<file path="config.mk">
export PLATFORM = sky130hd
export DESIGN_NAME = conv_ctrl_12_5_flat
export DESIGN_NICKNAME = d
export VERILOG_FILES = /design/src/rtl/conv_ctrl_12_5_if.sv /design/src/rtl/conv_ctrl_12_5.sv /design/src/flat_wrapper.sv
export SDC_FILE = /design/constraint.sdc
export NUM_CORES = 1
export LEC_CHECK = 0
export BUFFER_PORTS_ARGS = -buffer_cell sky130_fd_sc_hd__buf_2
export CAP_MARGIN = 20
export CORE_UTILIZATION = 43
export CTS_BUF_LIST = sky130_fd_sc_hd__clkbuf_8
export DETAILED_ROUTE_END_ITERATION = 10
export PLACE_DENSITY = 0.75
export SLEW_MARGIN = 20
export SYNTH_ARGS = -nofsm -noshare
export SYNTH_HDL_FRONTEND = slang
export SYNTH_SLANG_ARGS = --single-unit
</file>
<file path="constraint.sdc">
create_clock -name clk -period 2.9 [get_ports clk]
set_clock_uncertainty 0.15 [all_clocks]
set_input_delay 0.435 -clock clk [delete_from_list [all_inputs] [get_ports clk]]
set_output_delay 0.435 -clock clk [all_outputs]
set_load 0.005 [all_outputs]
</file>
<file path="src/rtl/conv_ctrl_12_5_if.sv">
// Handshake and memory-control bundle between the convolution controller and its datapath.
interface conv_ctrl_12_5_if #(
  parameter int XAW = 4,
  parameter int FAW = 3
);
  logic           x_valid;
  logic           x_ready;
  logic           f_valid;
  logic           f_ready;
  logic           y_valid;
  logic           y_ready;
  logic [XAW-1:0] x_addr;
  logic           x_wr_en;
  logic [FAW-1:0] f_addr;
  logic           f_wr_en;
  logic           acc_clr;
  logic           acc_en;

  modport master (
    input  x_valid, f_valid, y_ready,
    output x_ready, f_ready, y_valid,
    output x_addr, x_wr_en, f_addr, f_wr_en,
    output acc_clr, acc_en
  );

  modport slave (
    output x_valid, f_valid, y_ready,
    input  x_ready, f_ready, y_valid,
    input  x_addr, x_wr_en, f_addr, f_wr_en,
    input  acc_clr, acc_en
  );
endinterface

</file>
<file path="src/rtl/conv_ctrl_12_5.sv">
// Sequencing FSM for a 1-D convolution datapath: loads x and f, then steps the
// multiply-accumulate through M taps per output and hands each result out.
module conv_ctrl_12_5 #(
  parameter int N   = 12,
  parameter int M   = 5,
  parameter int XAW = 4,
  parameter int FAW = 3
) (
  input  logic             clk,
  input  logic             reset,
  conv_ctrl_12_5_if.master bus
);
  localparam int NOUT = N - M + 1;
  localparam int XCW  = $clog2(N + 1);
  localparam int FCW  = $clog2(M + 1);
  localparam int OW   = $clog2(NOUT + 1);
  localparam int KW   = $clog2(M + 1);

  localparam logic [XCW-1:0] X_FULL = XCW'(N);
  localparam logic [FCW-1:0] F_FULL = FCW'(M);
  localparam logic [OW-1:0]  O_DONE = OW'(NOUT);
  localparam logic [KW-1:0]  K_LAST = KW'(M - 1);

  typedef enum logic [1:0] {
    LOAD,
    COMPUTE,
    DRAIN,
    OUTPUT
  } state_t;

  state_t         state, state_nxt;
  logic [XCW-1:0] x_cnt, x_cnt_nxt;
  logic [FCW-1:0] f_cnt, f_cnt_nxt;
  logic [OW-1:0]  out_idx, out_idx_nxt;
  logic [KW-1:0]  k, k_nxt;

  logic           x_ready;
  logic           f_ready;
  logic           x_wr;
  logic           f_wr;
  logic           y_vld;
  logic [XAW-1:0] x_addr_c;
  logic [FAW-1:0] f_addr_c;

  logic           vld_p0;
  logic           clr_p0;
  logic           vld_p1;
  logic           clr_p1;

  // Once a stream is full its counter sits at the length; park the address at 0
  // so it never points past the memory.
  function automatic logic [XAW-1:0] x_load_addr(input logic [XCW-1:0] cnt);
    return (cnt < X_FULL) ? XAW'(cnt) : '0;
  endfunction

  function automatic logic [FAW-1:0] f_load_addr(input logic [FCW-1:0] cnt);
    return (cnt < F_FULL) ? FAW'(cnt) : '0;
  endfunction

  always_ff @(posedge clk) begin
    if (reset) begin
      state   <= LOAD;
      x_cnt   <= '0;
      f_cnt   <= '0;
      out_idx <= '0;
      k       <= '0;
      vld_p1  <= 1'b0;
      clr_p1  <= 1'b0;
    end else begin
      state   <= state_nxt;
      x_cnt   <= x_cnt_nxt;
      f_cnt   <= f_cnt_nxt;
      out_idx <= out_idx_nxt;
      k       <= k_nxt;
      vld_p1  <= vld_p0;
      clr_p1  <= clr_p0;
    end
  end

  always_comb begin
    state_nxt   = state;
    x_cnt_nxt   = x_cnt;
    f_cnt_nxt   = f_cnt;
    out_idx_nxt = out_idx;
    k_nxt       = k;
    x_ready     = 1'b0;
    f_ready     = 1'b0;
    x_wr        = 1'b0;
    f_wr        = 1'b0;
    y_vld       = 1'b0;
    vld_p0      = 1'b0;
    clr_p0      = 1'b0;
    x_addr_c    = '0;
    f_addr_c    = '0;

    case (state)
      LOAD: begin
        x_ready  = (x_cnt < X_FULL);
        f_ready  = (f_cnt < F_FULL);
        x_wr     = bus.x_valid & x_ready;
        f_wr     = bus.f_valid & f_ready;
        x_addr_c = x_load_addr(x_cnt);
        f_addr_c = f_load_addr(f_cnt);
        if (x_wr) x_cnt_nxt = x_cnt + 1'b1;
        if (f_wr) f_cnt_nxt = f_cnt + 1'b1;
        // Start computing on the same edge that lands the last outstanding word.
        if ((x_cnt_nxt == X_FULL) && (f_cnt_nxt == F_FULL)) begin
          state_nxt = COMPUTE;
          k_nxt     = '0;
        end
      end

      COMPUTE: begin
        vld_p0   = 1'b1;
        clr_p0   = (k == '0);
        x_addr_c = XAW'(out_idx) + XAW'(k);
        f_addr_c = FAW'(k);
        if (k == K_LAST) begin
          state_nxt = DRAIN;
          k_nxt     = '0;
        end else begin
          k_nxt = k + 1'b1;
        end
      end

      DRAIN: begin
        x_addr_c  = XAW'(out_idx);
        state_nxt = OUTPUT;
      end

      OUTPUT: begin
        y_vld    = 1'b1;
        x_addr_c = XAW'(out_idx);
        if (bus.y_ready) begin
          if ((out_idx + 1'b1) == O_DONE) begin
            state_nxt   = LOAD;
            x_cnt_nxt   = '0;
            f_cnt_nxt   = '0;
            out_idx_nxt = '0;
          end else begin
            state_nxt   = COMPUTE;
            out_idx_nxt = out_idx + 1'b1;
          end
        end
      end

      default: state_nxt = LOAD;
    endcase
  end

  // Stage p0 -> p1: read strobe delayed to line up with the registered memory output.
  assign bus.acc_en  = vld_p1;
  assign bus.acc_clr = clr_p1;

  assign bus.x_ready = x_ready;
  assign bus.f_ready = f_ready;
  assign bus.x_wr_en = x_wr;
  assign bus.f_wr_en = f_wr;
  assign bus.y_valid = y_vld;
  assign bus.x_addr  = x_addr_c;
  assign bus.f_addr  = f_addr_c;
endmodule
</file>
<file path="src/flat_wrapper.sv">
// flat-port wrapper written by rule: the top's interface ports become plain ports
module conv_ctrl_12_5_flat 
#(
  parameter int N   = 12,
  parameter int M   = 5,
  parameter int XAW = 4,
  parameter int FAW = 3
)
  (clk, reset, bus_x_valid, bus_f_valid, bus_y_ready, bus_x_ready, bus_f_ready, bus_y_valid, bus_x_addr, bus_x_wr_en, bus_f_addr, bus_f_wr_en, bus_acc_clr, bus_acc_en);
  conv_ctrl_12_5_if #(.XAW(XAW), .FAW(FAW)) bus_i ();
  input  logic clk;
  input  logic reset;
  input wire logic [$bits(bus_i.x_valid)-1:0] bus_x_valid;
  input wire logic [$bits(bus_i.f_valid)-1:0] bus_f_valid;
  input wire logic [$bits(bus_i.y_ready)-1:0] bus_y_ready;
  output wire logic [$bits(bus_i.x_ready)-1:0] bus_x_ready;
  output wire logic [$bits(bus_i.f_ready)-1:0] bus_f_ready;
  output wire logic [$bits(bus_i.y_valid)-1:0] bus_y_valid;
  output wire logic [$bits(bus_i.x_addr)-1:0] bus_x_addr;
  output wire logic [$bits(bus_i.x_wr_en)-1:0] bus_x_wr_en;
  output wire logic [$bits(bus_i.f_addr)-1:0] bus_f_addr;
  output wire logic [$bits(bus_i.f_wr_en)-1:0] bus_f_wr_en;
  output wire logic [$bits(bus_i.acc_clr)-1:0] bus_acc_clr;
  output wire logic [$bits(bus_i.acc_en)-1:0] bus_acc_en;
  assign bus_i.x_valid = bus_x_valid;
  assign bus_i.f_valid = bus_f_valid;
  assign bus_i.y_ready = bus_y_ready;
  assign bus_x_ready = bus_i.x_ready;
  assign bus_f_ready = bus_i.f_ready;
  assign bus_y_valid = bus_i.y_valid;
  assign bus_x_addr = bus_i.x_addr;
  assign bus_x_wr_en = bus_i.x_wr_en;
  assign bus_f_addr = bus_i.f_addr;
  assign bus_f_wr_en = bus_i.f_wr_en;
  assign bus_acc_clr = bus_i.acc_clr;
  assign bus_acc_en = bus_i.acc_en;
  conv_ctrl_12_5 #(.N(N), .M(M), .XAW(XAW), .FAW(FAW)) u_core (.clk(clk), .reset(reset), .bus(bus_i));
endmodule
</file>
== Word-level counts from Yosys, hierarchy flattened ==
Cells that the tools add are included.
W data, S select, Z words.

* Eq/ne operators: 11
* Multiplexer cells: 29
* $lt $le $gt $ge: 2
* Bitwise logic cells: 3
* Multipliers: 0
* Shifts and indexed selects: 0
* Add/subtract/negate cells: 5
* Div/mod/pow operators: 0
* Reduce and logical (&&, ||, !) cells: 11

{| class="wikitable"
|+ Operator list
! cell !! count
|-
| $mux W4 || 6
|-
| $mux W3 || 7
|-
| $pmux W3 S2 || 3
|-
| $pmux W4 S3 || 1
|-
| $add A4 B1 Y4 const B || 2
|-
| $eq A4 B4 Y1 const B || 2
|-
| $pmux W2 S4 || 1
|-
| $pmux W4 S2 || 1
|-
| $mux W1 || 7
|-
| $add A3 B1 Y3 const B || 2
|-
| $eq A3 B3 Y1 const B || 2
|-
| $mux W2 || 3
|-
| $ne A2 B1 Y1 const B || 3
|-
| $reduce_and A3 Y1 || 2
|-
| $add A4 B3 Y4 || 1
|-
| $eq A2 B2 Y1 const B || 2
|-
| $lt A4 B4 Y1 const B || 1
|-
| $reduce_and A2 Y1 || 2
|-
| $reduce_bool A2 Y1 || 2
|-
| $reduce_or A2 Y1 || 2
|-
| $logic_not A3 Y1 || 1
|-
| $lt A3 B3 Y1 const B || 1
|-
| $and A1 B1 Y1 || 2
|-
| $eq A2 B1 Y1 const B || 1
|-
| 4 further kinds || 4
|}

* RAM bits: 0
* Output and inout port bits: 14
* Latch bits: 0
* Memory bits (read-only): 0
* Logic and storage cells: 68
* Memories kept: 0
* Bits of input ports: 5
* Bits in registers: 18

== Longest topological paths before layout ==
* Word-level depth: 8
* Depth in mapped cells: 7

== Worst setup path after synthesis ==
No wires, ideal clock.

* Kind: reg2reg
* Start: register u_core.f_cnt[0]
* End: register u_core.k[0]
* Slack: 0.753 ns
* Buffers on the path: 0
* Data required time: 2.629 ns
* Stages on the path, launching flop included: 7
* Data arrival time: 1.876 ns
* Path through: dfxtp_1 ha_1 and2b_1 or3b_4 a21oi_2 a32oi_2 mux2_4

* Cells in the longest elaborated chain, start to end: 8

{| class="wikitable"
|+ RTL lines
! item !! line !! RTL
|-
| from (decl) || conv_ctrl_12_5.sv:33 || <nowiki>logic [FCW-1:0] f_cnt, f_cnt_nxt;</nowiki>
|-
| from (signal assigned) || conv_ctrl_12_5.sv:72 || <nowiki>f_cnt <= f_cnt_nxt;</nowiki>
|-
| $lt A3 B3 Y1 || conv_ctrl_12_5.sv:99 || <nowiki>f_ready = (f_cnt < F_FULL);</nowiki>
|-
| $and A1 B1 Y1 || conv_ctrl_12_5.sv:101 || <nowiki>f_wr = bus.f_valid & f_ready;</nowiki>
|-
| $mux W3 (*) || conv_ctrl_12_5.sv:105 || <nowiki>if (f_wr) f_cnt_nxt = f_cnt + 1'b1;</nowiki>
|-
| $mux W3 (*) || conv_ctrl_12_5.sv:96 || <nowiki>case (state)</nowiki>
|-
| $eq A3 B3 Y1 (*) || conv_ctrl_12_5.sv:107 || <nowiki>if ((x_cnt_nxt == X_FULL) && (f_cnt_nxt == F_FULL)) begin</nowiki>
|-
| $logic_and A1 B1 Y1 (*) || conv_ctrl_12_5.sv:107 ||
|-
| $ne A2 B1 Y1 (no line) (*) || - ||
|-
| $reduce_and A2 Y1 (no line) (*) || - ||
|-
| to (signal assigned) || conv_ctrl_12_5.sv:74 || <nowiki>k <= k_nxt;</nowiki>
|-
| to (decl) || conv_ctrl_12_5.sv:35 || <nowiki>logic [KW-1:0] k, k_nxt;</nowiki>
|}

Every way passes the cells marked *; elsewhere a longest branch is shown, timed or not. The select of a mux whose other input is x is not followed.
A chain may end at the register's enable or synchronous reset.

== Worst setup path after layout ==
* Start: register u_core.out_idx[0]
* End: output bus_x_addr[2]

* Cells in the longest elaborated chain, start to end: 2

{| class="wikitable"
|+ RTL lines
! item !! line !! RTL
|-
| from (decl) || conv_ctrl_12_5.sv:34 || <nowiki>logic [OW-1:0] out_idx, out_idx_nxt;</nowiki>
|-
| from (signal assigned) || conv_ctrl_12_5.sv:73 || <nowiki>out_idx <= out_idx_nxt;</nowiki>
|-
| $add A4 B3 Y4 || conv_ctrl_12_5.sv:116 || <nowiki>x_addr_c = XAW'(out_idx) + XAW'(k);</nowiki>
|-
| $pmux W4 S3 || conv_ctrl_12_5.sv:96 ||
|-
| to (decl) || flat_wrapper.sv:19 || <nowiki>output wire logic [$bits(bus_i.x_addr)-1:0] bus_x_addr;</nowiki>
|}

Every way passes these cells.

==> metrics.md <==
| Metric | Value |
|---|---|
| Internal power component | about 0.40 mW |
| Number of buffers between clock root and the deepest sink | 2 |
| PortBufs | 18 |
| Routability congestion estimate | about 0.81 |
| Full die area | ~0.0034 mm2 |
| Number of buffers inserted for hold repair after clock tree synthesis | 0 |
| Cell Pwr Density | ~330 mW/mm2 |
| Most numerous cell in the Yosys netlist | sky130_fd_sc_hd__dfxtp_1 |
| Resize count post-CTS | 0 |
| Area added between synthesis and finish | 14.1% |
| Type of element capturing the critical path | output port |
| Total global routing track utilization | 20.4% |
| Combinational power share | about a tenth |
| Hold Path Depth | 3 |
| 1st-iter DRT viols | 61 |
| Final Routed Wirelength | 3.08 mm |
| Post-route setup slack | approximately 0.32 ns |
| Data arrival at the endpoint of the critical path | between 1.5 and 2 ns |
| Residual DRC | 0 |
| Root Driver | sky130_fd_sc_hd__clkbuf_8 |
| Count of mapped cells out of synthesis | 171 |
| Cells taking the most area after synthesis | sky130_fd_sc_hd__dfxtp_1 26%, sky130_fd_sc_hd__ha_1 12%, sky130_fd_sc_hd__a21oi_1 5.5%, sky130_fd_sc_hd__nor2_1 4.1%, sky130_fd_sc_hd__nand2_1 3.8% |
| Synthesized flop and latch total | 18 |
| Clock tree from TritonCTS | done |
| Die Y-Extent | a little under 60 um |
| Synthesized net count | 190 |
| CP Data Required Time | about 2.3 ns |
| Initial standard-cell utilization of the core | a little under half |
| Sequential share of power | 50.1% |
| Type of origin of the critical path | flop |
| Source-to-sink clock delay at the later pin of the worst-skew pair | between 0.2 and 0.3 ns |
| Critical path buffer and inverter count | 2 |
| Min-Delay Path Class | input port to flop |
| Number of buffers created by CTS | 3 |
| Placement row count | 20 |
| Die span in x | about 58 um |
| Maximum number of pins on one net before global-route repair | 23 |
| Headroom to the max-slew limit | roughly 70% |
| Reg2reg path depth | 6 |
| Critical-path top delay cell | sky130_fd_sc_hd__dfxtp_1 |
| Crit path time final | ~2.6 ns |
| Cell depth of the worst setup path | 7 |
| Most used flip-flop cell after synthesis | sky130_fd_sc_hd__dfxtp_1 |
| Setup slack of the most critical reg-to-reg path | about 0.57 ns |
| Proportion of layout cells with a drive suffix above 1 | 18.9% |
| Unrepaired setup endpoints after global routing | false |
| Placeable Area | 0.00303 mm2 |
| Count of warnings emitted by yosys | 0 |
| Pins Over Slew Limit | 0 |
| Dpl ws | roughly 0.59 ns |
| Actual transition at the worst max-transition pin | ~0.45 ns |
| Leakage | 0.655 nW |
| Netlist area before placement | 0.00137 mm2 |
| Clock-pin slew of the registers on the worst-case setup and hold paths | 0.06 ns |
| Mean instance size in the synthesized netlist | around 8.0 um2 |
| Worst VDD drop | 182 uV |
| Status | finished clean |
| Residual antenna-violating net count after detailed routing | 0 |
| Antenna diode instance count | 0 |
| Max-capacitance violation count | 0 |
| Count of final hold-check violations | 0 |
| Postcts setup bufs | 0 |
| Switching part of the total | a little under a quarter |
| Sum of overflow across all layers after global routing | 0 |
| Share of synthesized flip-flops with an asynchronous set or reset | 0% |
| Setup violators final | 0 |
| Switching power | about 0.12 mW |
| Setup_tns | 0 ns |
| Clock network power share | between 40 and 50% |
| Setup CP Type | flop to output port |
| Number of primary I/O pins | 19 |
| Largest stage delay on the critical path | 0.48 ns |
| Detail-routed via count per cell | 5.63 |
| Vias in the first global route | approximately 1200 |
| Cell-by-cell listing of the critical path | ha_1 -> inv_1 -> fa_1 -> xnor2_1 -> a221oi_1 -> nor2_1 -> buf_2 |
| Share of the core filled with cells in the final layout | between 50% and 60% |
| Post-layout nets | 210 |
| Final HPWL from detailed placement | between 2 and 2.5 mm |
| Filler Cell Count | around 310 |
| Family of cells with the greatest summed delay on the critical path | adder cells |
| First-pass iteration count of the detailed router | 5 |
| Wire length of the first global-routing pass | 5.37 mm |
| Number of clock sinks | 18 |
| Total number of vias | about 1300 |
| Number of antenna violations at the first check in global routing | 0 |
| Highest clock rate | slightly below 0.4 GHz |
| Crit share post-route | ~90% |
| Synth unique cells | 48 |
| Critical-path maximum fanout | 9 |
| Sequential-to-total area share from yosys stat | between 20% and 30% |
| Top cells by count, synth | 18 x sky130_fd_sc_hd__dfxtp_1, 15 x sky130_fd_sc_hd__a21oi_1, 15 x sky130_fd_sc_hd__nor2_1 |
| Post-synth top area cell | sky130_fd_sc_hd__dfxtp_1 |
| Fraction of post-synthesis cell area in the top cell type by area | 26.3% |
| Number of enable-type register cells in the synthesized netlist | 0 |
| Max H-tree Level | 1 |
| Wire length per cell | approximately 13 um |
power groups by stage:
stage | logic, mW | registers [mW] | clock network, mW
3_5_place_dp | 0.0503 | 0.264 | 0
3_3_place_gp | 0.0494 | 0.264 | 0
6_report | 0.0507 | 0.258 | 0.207
5_1_grt | 0.0572 | 0.259 | 0.220
2_1_floorplan | 0.0355 | 0.262 | 0
4_1_cts | 0.0506 | 0.258 | 0.213
worst register-to-register path: stages (launching register included):
cell and delay (ns):
sky130_fd_sc_hd__dfxtp_1 0.48, sky130_fd_sc_hd__ha_1 0.31, sky130_fd_sc_hd__and2b_1 0.21, sky130_fd_sc_hd__or3b_4 0.39, sky130_fd_sc_hd__a21oi_2 0.17, sky130_fd_sc_hd__a32oi_2 0.18
sky130_fd_sc_hd__mux2_4 0.32
registers in the layout (all words and copies together) (netlist names):
| name | count |
|---|---|
| u_core.bus.acc_en | 1 |
| u_core.bus.acc_clr | 1 |
| u_core.out_idx | 4 |
| u_core.x_cnt | 4 |
| u_core.f_cnt | 3 |
| u_core.k | 3 |
| u_core.state | 2 |
cells by family (layout without fill, tap and decap cells):
| logic type | count (synthesis) | after routing | share of synthesized area [%] |
|---|---|---|---|
| and+or+nand+nor | 62 | 62 | 23.5 |
| AOI/OAI and AO/OA | 58 | 58 | 29.7 |
| DFF | 18 | 18 | 26.3 |
| buffers and inverters | 15 | 34 | 4.11 |
| adders and majority gates | 14 | 14 | 13.3 |
| xor gates and xnor gates | 2 | 2 | 1.28 |
| muxes | 2 | 2 | 1.82 |
path summary, 6_finish.rpt:
kind / startpoint / end
setup / recovery: u_core.out_idx[0]$_SDFFE_PP0P_ / bus_x_addr[2]
hold / removal: bus_y_ready / u_core.out_idx[1]$_SDFFE_PP0P_
setup reg to reg: u_core.f_cnt[0]$_SDFFE_PP0P_ / u_core.k[0]$_SDFFE_PP0P_
hold reg to reg: u_core.out_idx[3]$_SDFFE_PP0P_ / u_core.out_idx[3]$_SDFFE_PP0P_
final cells by class:
cell class	count	area, um2	share of cell area [%]
sequential	18	360	23.0
multi-input combinational	138	955	61.0
clock buffer	4	55.1	3.52
inverter	11	41.3	2.64
timing repair buffer	19	97.6	6.24
tap	44	55.1	3.52
through the flow:
step / area, um2 / total power [mW] / cells / hold slack, ns
after detailed placement: 1510 / 0.314 / 230 / 0.383
after floorplan: 1370 / 0.297 / 171 / 0.344
final: 1560 / 0.516 / 234 / 0.340
after global routing: 1560 / 0.536 / 234 / 0.355
after global placement: 1510 / 0.313 / 230 / 0.374
after CTS: 1560 / 0.522 / 234 / 0.331
layer usage:
| metal | GRT usage, % | vias up | share of wire [%] |
|---|---|---|---|
| met5 | 0 | - | 0 |
| met4 | 11.2 | 0 | 2.8 |
| met3 | 2.42 | 9 | 3.0 |
| met2 | 30.2 | 25 | 42 |
| li1 | - | 674 | - |
| met1 | 28.8 | 609 | 53 |
layout by cell type, fill, tap and decap left out, types with 3 or more instances in the layout:
master	Yosys	layout
sky130_fd_sc_hd__nor3_1	3	3
sky130_fd_sc_hd__nand2_1	14	14
sky130_fd_sc_hd__a31oi_1	5	5
sky130_fd_sc_hd__ha_1	13	13
sky130_fd_sc_hd__nor3b_1	3	3
sky130_fd_sc_hd__nand3b_1	3	3
sky130_fd_sc_hd__a31o_2	3	3
sky130_fd_sc_hd__nand3_1	6	6
sky130_fd_sc_hd__inv_1	11	11
sky130_fd_sc_hd__buf_2	0	18
sky130_fd_sc_hd__nand2b_1	5	5
sky130_fd_sc_hd__a211oi_1	4	4
sky130_fd_sc_hd__dfxtp_1	18	18
sky130_fd_sc_hd__clkbuf_8	0	4
sky130_fd_sc_hd__nor2_1	15	15
sky130_fd_sc_hd__nor2b_1	3	3
sky130_fd_sc_hd__o21ai_0	7	7
sky130_fd_sc_hd__a22o_1	3	3
sky130_fd_sc_hd__a21oi_1	15	15
Power figures use the tool's default switching activity.
